===== src/rtl/rggen_rtl_pkg.sv =====
// Shared definitions for the register-block response path.
//   - Response status encodings ({exokay, slave_error}).
//   - Response FSM state type.
//   - Helper to size the wait-state timeout counter.
package rggen_rtl_pkg;

    localparam logic [1:0] RGGEN_OKAY        = 2'b00;
    localparam logic [1:0] RGGEN_SLAVE_ERROR = 2'b01;
    localparam logic [1:0] RGGEN_EXOKAY      = 2'b10;

    typedef enum logic [1:0] {
        IDLE    = 2'b00,
        WAIT    = 2'b01,
        RESPOND = 2'b10
    } rggen_response_state_e;

    // Width needed to hold 0..timeout_cycles, never narrower than one bit
    // so a disabled timeout still yields a legal vector.
    function automatic int rggen_counter_width(input int timeout_cycles);
        int width;
        if (timeout_cycles > 0) begin
            width = $clog2(timeout_cycles + 1);
        end else begin
            width = 1;
        end
        if (width < 1) begin
            width = 1;
        end else begin
            width = width;
        end
        return width;
    endfunction

endpackage


===== src/rtl/rggen_onehot_mux.sv =====
// Mask-and-OR selector: ORs together every entry whose select bit is set.
// With a one-hot select this is a plain multiplexer; with several bits set
// it yields the bitwise OR of the selected entries.
//   i_select : ENTRIES-bit select vector
//   i_data   : ENTRIES entries of WIDTH bits
//   o_data   : OR of the selected entries (0 when nothing is selected)
module rggen_onehot_mux #(
    parameter int WIDTH   = 1,
    parameter int ENTRIES = 1
) (
    input  logic [ENTRIES-1:0] i_select,
    input  logic [WIDTH-1:0]   i_data [ENTRIES],
    output logic [WIDTH-1:0]   o_data
);

    logic [WIDTH-1:0] result_s;

    // Accumulate the OR of all selected entries.
    always_comb begin
        result_s = '0;
        for (int i = 0; i < ENTRIES; i++) begin
            if (i_select[i]) begin
                result_s = result_s | i_data[i];
            end else begin
                result_s = result_s;
            end
        end
    end

    assign o_data = result_s;

endmodule


===== src/rtl/rggen_wait_response_mux.sv =====
// Response multiplexer with wait-state support for the register block.
// Picks the read data of the addressed register, waits for that register's
// ready flag, closes stalled accesses with a slave error after
// TIMEOUT_CYCLES, and flags empty / multiple selects as decode errors.
//   clk, rst_n            : clock, asynchronous active-low reset
//   i_command_valid       : command pending, held stable until the response
//   i_read                : 1 = read, 0 = write
//   o_response_ready      : one-cycle response strobe
//   o_read_data           : read data, non-zero only with o_response_ready
//   o_status              : {exokay, slave_error}, valid with o_response_ready
//   i_register_select     : decoded register select
//   i_register_ready      : per-register access-complete flag
//   i_register_read_data  : per-register read values
module rggen_wait_response_mux
    import rggen_rtl_pkg::*;
#(
    parameter int DATA_WIDTH            = 32,
    parameter int TOTAL_REGISTERS       = 1,
    parameter int TIMEOUT_CYCLES        = 0,
    parameter bit ERROR_ON_MULTI_SELECT = 1'b1
) (
    input  logic                       clk,
    input  logic                       rst_n,
    input  logic                       i_command_valid,
    input  logic                       i_read,
    output logic                       o_response_ready,
    output logic [DATA_WIDTH-1:0]      o_read_data,
    output logic [1:0]                 o_status,
    input  logic [TOTAL_REGISTERS-1:0] i_register_select,
    input  logic [TOTAL_REGISTERS-1:0] i_register_ready,
    input  logic [DATA_WIDTH-1:0]      i_register_read_data [TOTAL_REGISTERS]
);

    localparam int COUNTER_WIDTH = rggen_counter_width(TIMEOUT_CYCLES);
    localparam logic [COUNTER_WIDTH-1:0] TIMEOUT_LAST =
        (TIMEOUT_CYCLES > 0) ? COUNTER_WIDTH'(TIMEOUT_CYCLES - 1) : '0;

    rggen_response_state_e     state_r;
    rggen_response_state_e     state_next_s;
    logic [COUNTER_WIDTH-1:0]  counter_r;
    logic [COUNTER_WIDTH-1:0]  counter_next_s;
    logic                      response_ready_r;
    logic                      response_ready_next_s;
    logic [DATA_WIDTH-1:0]     read_data_r;
    logic [DATA_WIDTH-1:0]     read_data_next_s;
    logic [1:0]                status_r;
    logic [1:0]                status_next_s;

    logic [DATA_WIDTH-1:0]     selected_data_s;
    logic [0:0]                ready_array_s [TOTAL_REGISTERS];
    logic [0:0]                selected_ready_s;
    logic                      multi_select_s;
    logic                      decode_error_s;
    logic [DATA_WIDTH-1:0]     ok_data_s;

    rggen_onehot_mux #(
        .WIDTH   (DATA_WIDTH),
        .ENTRIES (TOTAL_REGISTERS)
    ) u_data_mux (
        .i_select (i_register_select),
        .i_data   (i_register_read_data),
        .o_data   (selected_data_s)
    );

    // Repack the ready vector so the same selector can reduce it.
    always_comb begin
        for (int i = 0; i < TOTAL_REGISTERS; i++) begin
            ready_array_s[i] = i_register_ready[i];
        end
    end

    rggen_onehot_mux #(
        .WIDTH   (1),
        .ENTRIES (TOTAL_REGISTERS)
    ) u_ready_mux (
        .i_select (i_register_select),
        .i_data   (ready_array_s),
        .o_data   (selected_ready_s)
    );

    // x & (x - 1) clears the lowest set bit; anything left means 2+ bits set.
    assign multi_select_s = |(i_register_select &
                              (i_register_select - TOTAL_REGISTERS'(1)));
    assign decode_error_s = (i_register_select == '0) ||
                            (ERROR_ON_MULTI_SELECT && multi_select_s);
    // Only an OK read returns data; writes complete with zero.
    assign ok_data_s      = i_read ? selected_data_s : '0;

    // Next-state, counter and next-response decision.
    always_comb begin
        state_next_s          = state_r;
        counter_next_s        = counter_r;
        response_ready_next_s = 1'b0;
        read_data_next_s      = '0;
        status_next_s         = RGGEN_OKAY;
        case (state_r)
            IDLE: begin
                counter_next_s = '0;
                if (i_command_valid) begin
                    if (decode_error_s) begin
                        state_next_s          = RESPOND;
                        response_ready_next_s = 1'b1;
                        status_next_s         = RGGEN_SLAVE_ERROR;
                    end else if (selected_ready_s[0]) begin
                        state_next_s          = RESPOND;
                        response_ready_next_s = 1'b1;
                        read_data_next_s      = ok_data_s;
                    end else begin
                        state_next_s = WAIT;
                    end
                end else begin
                    state_next_s = IDLE;
                end
            end
            WAIT: begin
                if (!i_command_valid) begin
                    // Bus withdrew the command: abandon silently.
                    state_next_s   = IDLE;
                    counter_next_s = '0;
                end else if (selected_ready_s[0]) begin
                    // Ready wins over a timeout landing in the same cycle.
                    state_next_s          = RESPOND;
                    response_ready_next_s = 1'b1;
                    read_data_next_s      = ok_data_s;
                    counter_next_s        = '0;
                end else if ((TIMEOUT_CYCLES > 0) && (counter_r == TIMEOUT_LAST)) begin
                    state_next_s          = RESPOND;
                    response_ready_next_s = 1'b1;
                    status_next_s         = RGGEN_SLAVE_ERROR;
                    counter_next_s        = '0;
                end else if (TIMEOUT_CYCLES > 0) begin
                    counter_next_s = counter_r + COUNTER_WIDTH'(1);
                end else begin
                    // Timeout disabled: counter is irrelevant, hold it.
                    counter_next_s = counter_r;
                end
            end
            RESPOND: begin
                // Command still high here belongs to the finished access.
                state_next_s   = IDLE;
                counter_next_s = '0;
            end
            default: begin
                state_next_s   = IDLE;
                counter_next_s = '0;
            end
        endcase
    end

    // State, counter and registered response outputs.
    always_ff @(posedge clk or negedge rst_n) begin
        if (!rst_n) begin
            state_r          <= IDLE;
            counter_r        <= '0;
            response_ready_r <= 1'b0;
            read_data_r      <= '0;
            status_r         <= RGGEN_OKAY;
        end else begin
            state_r          <= state_next_s;
            counter_r        <= counter_next_s;
            response_ready_r <= response_ready_next_s;
            read_data_r      <= read_data_next_s;
            status_r         <= status_next_s;
        end
    end

    assign o_response_ready = response_ready_r;
    assign o_read_data      = read_data_r;
    assign o_status         = status_r;

endmodule


===== config.mk =====
export PLATFORM = sky130hd
export DESIGN_NAME = rggen_wait_response_mux
export DESIGN_NICKNAME = d
export VERILOG_FILES = /design/src/rtl/rggen_rtl_pkg.sv /design/src/rtl/rggen_onehot_mux.sv /design/src/rtl/rggen_wait_response_mux.sv
export SDC_FILE = /design/constraint.sdc
export NUM_CORES = 1
export LEC_CHECK = 0
export ABC_AREA = 1
export ABC_CLOCK_PERIOD_IN_PS = 1600
export CAP_MARGIN = 0
export CELL_PAD_IN_SITES_DETAIL_PLACEMENT = 1
export CELL_PAD_IN_SITES_GLOBAL_PLACEMENT = 1
export CORE_MARGIN = 2
export CORE_UTILIZATION = 33
export CTS_BUF_LIST = sky130_fd_sc_hd__clkbuf_8
export DETAILED_ROUTE_END_ITERATION = 10
export PLACE_DENSITY = 0.95
export SKIP_LAST_GASP = 1
export SYNTH_ARGS = -nofsm -noshare
export SYNTH_HDL_FRONTEND = slang
export SYNTH_HIERARCHICAL = 1
export SYNTH_SLANG_ARGS = --single-unit

===== constraint.sdc =====
create_clock -name clk -period 1.6 [get_ports clk]
set_input_delay 0.24 -clock clk [delete_from_list [all_inputs] [get_ports clk]]
set_output_delay 0.24 -clock clk [all_outputs]
set_load 0.03 [all_outputs]

---- Word-level counts from Yosys, hierarchy flattened ----
Cells that the tools add are included.
word-level totals
  register bits ........................... 37
  input bits .............................. 38
  output and inout port bits .............. 35
  logic and storage cells ................. 33
cells by class
  $add $sub $neg .......................... 1
  eq/ne operators ......................... 2
  muxes and demuxes ....................... 22
  bitwise logic cells ..................... 2
  reduce and logical (&&, ||, !) cells .... 2
operator list
  operator             count
  $mux 32              6
  $pmux 32 s2          1
  $mux 2               5
  $mux 1               8
  $pmux 2 s2           1
  $ne 3x3->1 const B   1
  $eq 2x1->1 const B   1
  $logic_not 2->1      1
  $pmux 1 s2           1
  $and 1x1->1          1
  $logic_or 1x1->1     1
  $not 1->1            1
  $sub 1x1->1 const B  1

---- Logic depth before layout (Yosys ltp) ----
  depth in word-level cells ............... 6
  depth in mapped cells ................... 7
  depth with buffers taken out ............ 6

---- Cells and area by module ----
Netlist, hierarchy kept.
by module, submodules not included
  module                           instances  cells each  area each (um^2)  seq. area each (um^2)
  rggen_wait_response_mux          1          125         1,378.8           900.9
  rggen_onehot_mux at u_data_mux   1          67          274.0             0.0
  rggen_onehot_mux at u_ready_mux  1          2           7.5               0.0

---- Worst setup path before layout ----
OpenSTA, ideal clock, no wires.
  path type ............................... register -> register
  start point ............................. register state_r[0]
  end point ............................... register read_data_r[0] (netlist: o_read_data[0])
  setup time .............................. 0.116 ns
  arrival ................................. 0.757 ns
  path slack .............................. 0.727 ns
  cell stages (with the launch flop) ...... 6
  buffers on the path ..................... 1
  cell sequence ........................... dfrtp_1 -> inv_1 -> nand2_2 -> nand2_4 -> buf_6 -> nor2_2
on the way
  longest elaborated chain between the ends .. 2
  elaborated cells between the ends (all ways) .. 3
RTL lines
  what                                                  RTL line                        text
  start, declared                                       rggen_wait_response_mux.sv:38   rggen_response_state_e state_r;
  start signal, assigned                                rggen_wait_response_mux.sv:159  state_r <= state_next_s;
  $eq 2x1->1 / $logic_not 2->1 (equally long branches)  rggen_wait_response_mux.sv:96   case (state_r)
  $pmux 32 s2 (*)                                       rggen_wait_response_mux.sv:96
  net read_data_next_s[0]                               rggen_wait_response_mux.sv:45   logic [DATA_WIDTH-1:0] read_data_next_s;
  end signal, assigned                                  rggen_wait_response_mux.sv:162  read_data_r <= read_data_next_s;
  end, declared                                         rggen_wait_response_mux.sv:44   logic [DATA_WIDTH-1:0] read_data_r;
The timed path passes the listed nets; every way through them passes the cells marked *.
A chain may end at the register's enable or synchronous reset.

---- Final worst setup path ----
  start point ............................. register read_data_r[4] (netlist: o_read_data[4])
  end point ............................... output o_read_data[4]
RTL lines
  what           RTL line                       text
  end, declared  rggen_wait_response_mux.sv:27  output logic [DATA_WIDTH-1:0] o_read_data,
No word-level cell between the ends.

==> impl_metrics.py <==
metrics = {
    "sta": {
        "skew_ps": 4.40,
        "fin_setup_tns_ps": 0,
        "worst_pin_slew_ps": 614,
        "relSlewSlack": 0.591,
        "finalSetupViolCount": 0,
        "finalHoldViolCount": 0,
        "fin_hold_ws_ps": 505,
        "rsz0062_at_grt": "no",
        "finalMaxSlewViolations": 0,
        "period_share": 0.958,
        "period_needed_ps": 1530,
        "max_freq_mhz": 652,
    },
    "placed_design": {
        "hpwlAfterDp_mm": 3.09,
        "gp_congestion": 0.726,
        "io_buffers": 71,
    },
    "global_routing": {
        "grt_pass1_vias": 1482,
        "grt_pass1_wl_mm": 6.51,
        "grt_max_degree": 34,
        "grt-ovfl-total": 0,
        "grt_use_total": 0.157,
        "grt_antenna_before_repair": 0,
    },
    "synthesis": {
        "synth.most_common_cell": "nand2_1",
        "synth_area_leaders": "dfrtp_1, nand2_1, nor2_2, inv_1, buf_6",
        "synth_cells": 194,
        "synth_top_area_cell": "dfrtp_1",
        "yosysSeqAreaShare": 0.543,
        "synth_common_cells": "nand2_1, inv_1, dfrtp_1",
        "synthArstFlopShare": 1.00,
        "synth_ff_type": "dfrtp_1",
        "synth_top_area_frac": 0.543,
        "synth_warnings": 6,
        "syn_area_per_cell_sq_um": 8.56,
        "synth_nets": 232,
        "ys_types": 13,
        "netlist_area_sq_um": 1660,
        "ys_ff_latch": 36,
        "synth-edff-count": 0,
    },
    "clock_network": {
        "cts_buffer_depth": 2,
        "numCtsBuffers": 5,
        "clkLatencyLatePin_ps": 280,
        "root_buffer": "clkbuf_8",
        "postCtsSetupBuffers": 0,
        "cts.sinks": 36,
        "path_clk_slew_ps": 70,
        "htree_levels": 2,
        "cts_tree": "done",
    },
    "worst_setup_path": {
        "r2r_slack_ps": 440,
        "critPathBufInv": 1,
        "worst-path-stages": 1,
        "r2r-start": "state_r[0]",
        "path_cells": "clkdlybuf4s50_1",
        "regToRegEndpoint": "o_read_data[23]",
        "end_kind": "primary output",
        "crit_fanout": 1,
        "start_kind": "register",
        "crit_family": "buffers and inverters",
        "crit_required_ps": 1360,
        "max_stage_delay_ps": 690,
        "slowest_stage": "clkdlybuf4s50_1",
        "worstSetupPathType": "reg -> out",
        "worstRegToRegCells": 4,
        "worstPathArrival_ps": 1290,
    },
    "layout": {
        "antenna_cells": 0,
        "nets": 306,
        "area_delta_synth_final_pct": 53.1,
        "drive_gt1_frac": 0.178,
    },
    "detailed_routing": {
        "post_drt_wl_per_cell_microns": 11.6,
        "vias": 1390,
        "final_antenna_net_count": 0,
        "totalWireLength_mm": 3.90,
        "avgViaCountPerCell": 4.14,
        "remaining_drc_errors": 0,
        "drtIter0Drc": 47,
        "drt_pass1_iterations": 3,
    },
    "status": {
        "outcome": "finished clean",
    },
    "floorplan": {
        "initial_core_util": 0.347,
        "die_h_microns": 74.9,
        "num_rows": 25,
        "core_area_sq_um": 4790,
        "die_area_sq_um": 5610,
        "die_w_microns": 74.9,
        "io_pins": 73,
    },
    "power_and_ir_drop": {
        "power.leakage_nw": 1.31,
        "power.density_nw_per_um2": 814,
        "vdd_ir_drop_max_mv": 0.514,
    },
    "flow_run": {
        "cap_violations": 0,
    },
    "min_path": {
        "hold_path.class": "in -> async",
    },
}
==> worst max-delay path by stage <==
stage	startpoint	to	slack (ps)
after floorplan	state_r[0]	o_read_data[0]	730
after global placement	i_register_select	o_read_data[23]	70
final	o_read_data[4]	o_read_data[4]	70
after detailed placement	i_register_select	o_read_data[23]	30
after CTS	o_read_data[14]	o_read_data[14]	20
after global routing	o_read_data[4]	o_read_data[4]	8
==> stage by stage <==
step	utilization	setup WS (ps)	power (mW)	area, sq um	std cells
2_1_floorplan	-	727	1.09	1660	194
3_3_place_gp	0.502	74.5	1.22	2400	327
3_5_place_dp	0.502	26.8	1.23	2400	327
4_1_cts	0.531	22.3	2.10	2540	336
5_1_grt	0.531	7.74	2.16	2540	336
6_report	0.531	66.4	2.07	2540	336
==> final cells by class <==
type / instances / area [sq um]
timing repair buffer: 77 / 781
clock buffer: 7 / 96.3
clock inverter: 1 / 30.0
sequential: 36 / 901
fill: 569 / 2240
inverter: 40 / 150
multi-input combinational: 108 / 500
tap: 67 / 83.8
==> cells by family after synthesis <==
logic type | count (synthesis) | synth area share
other | 1 | 0.00226
AO/OA/AOI/OAI | 2 | 0.00603
flip-flops | 36 | 0.543
buffers and inverters | 50 | 0.156
AND/OR/NAND/NOR | 105 | 0.293
==> registers in the layout, indices dropped and copies added, names as in the netlist <==
signal / cells
o_response_ready: 1
o_status: 1
state_r: 2
o_read_data: 32
==> metal layers <==
layer	wire length, microns	global-route usage	vias to the layer above
li1	-	-	682
met1	1360	0.154	660
met2	2180	0.306	44
met3	313	0.0509	4
met4	40	0.0536	0
met5	0	0	-
==> what timing repair did <==
item,CTS,global route
gates resized for setup,0,1
endpoints found under the setup margin,0,1
endpoints found under the hold margin,27,0
hold buffers,1,0
==> layout by cell type (no fill, tap or decap) <==
| cell type | n |
|---|---|
| nand2_1 | 67 |
| nor2_4 | 1 |
| buf_12 | 2 |
| bufinv_16 | 1 |
| nand2_4 | 1 |
| nor2_2 | 30 |
| clkbuf_8 | 7 |
| dlygate4sd3_1 | 1 |
| buf_2 | 1 |
| dlymetal6s2s_1 | 1 |
| nor2_1 | 5 |
| buf_4 | 3 |
| clkdlybuf4s50_1 | 69 |
| conb_1 | 1 |
| inv_1 | 39 |
| nand2_2 | 1 |
| dfrtp_1 | 36 |
| inv_2 | 1 |
| a21oi_1 | 2 |
==> report_power, final <==
group	internal, mW	switching, mW
Combinational	0.133	0.148
Clock	0.550	0.314
Sequential	0.921	0.00547
Total	1.60	0.467
Power figures use the tool's default switching activity.
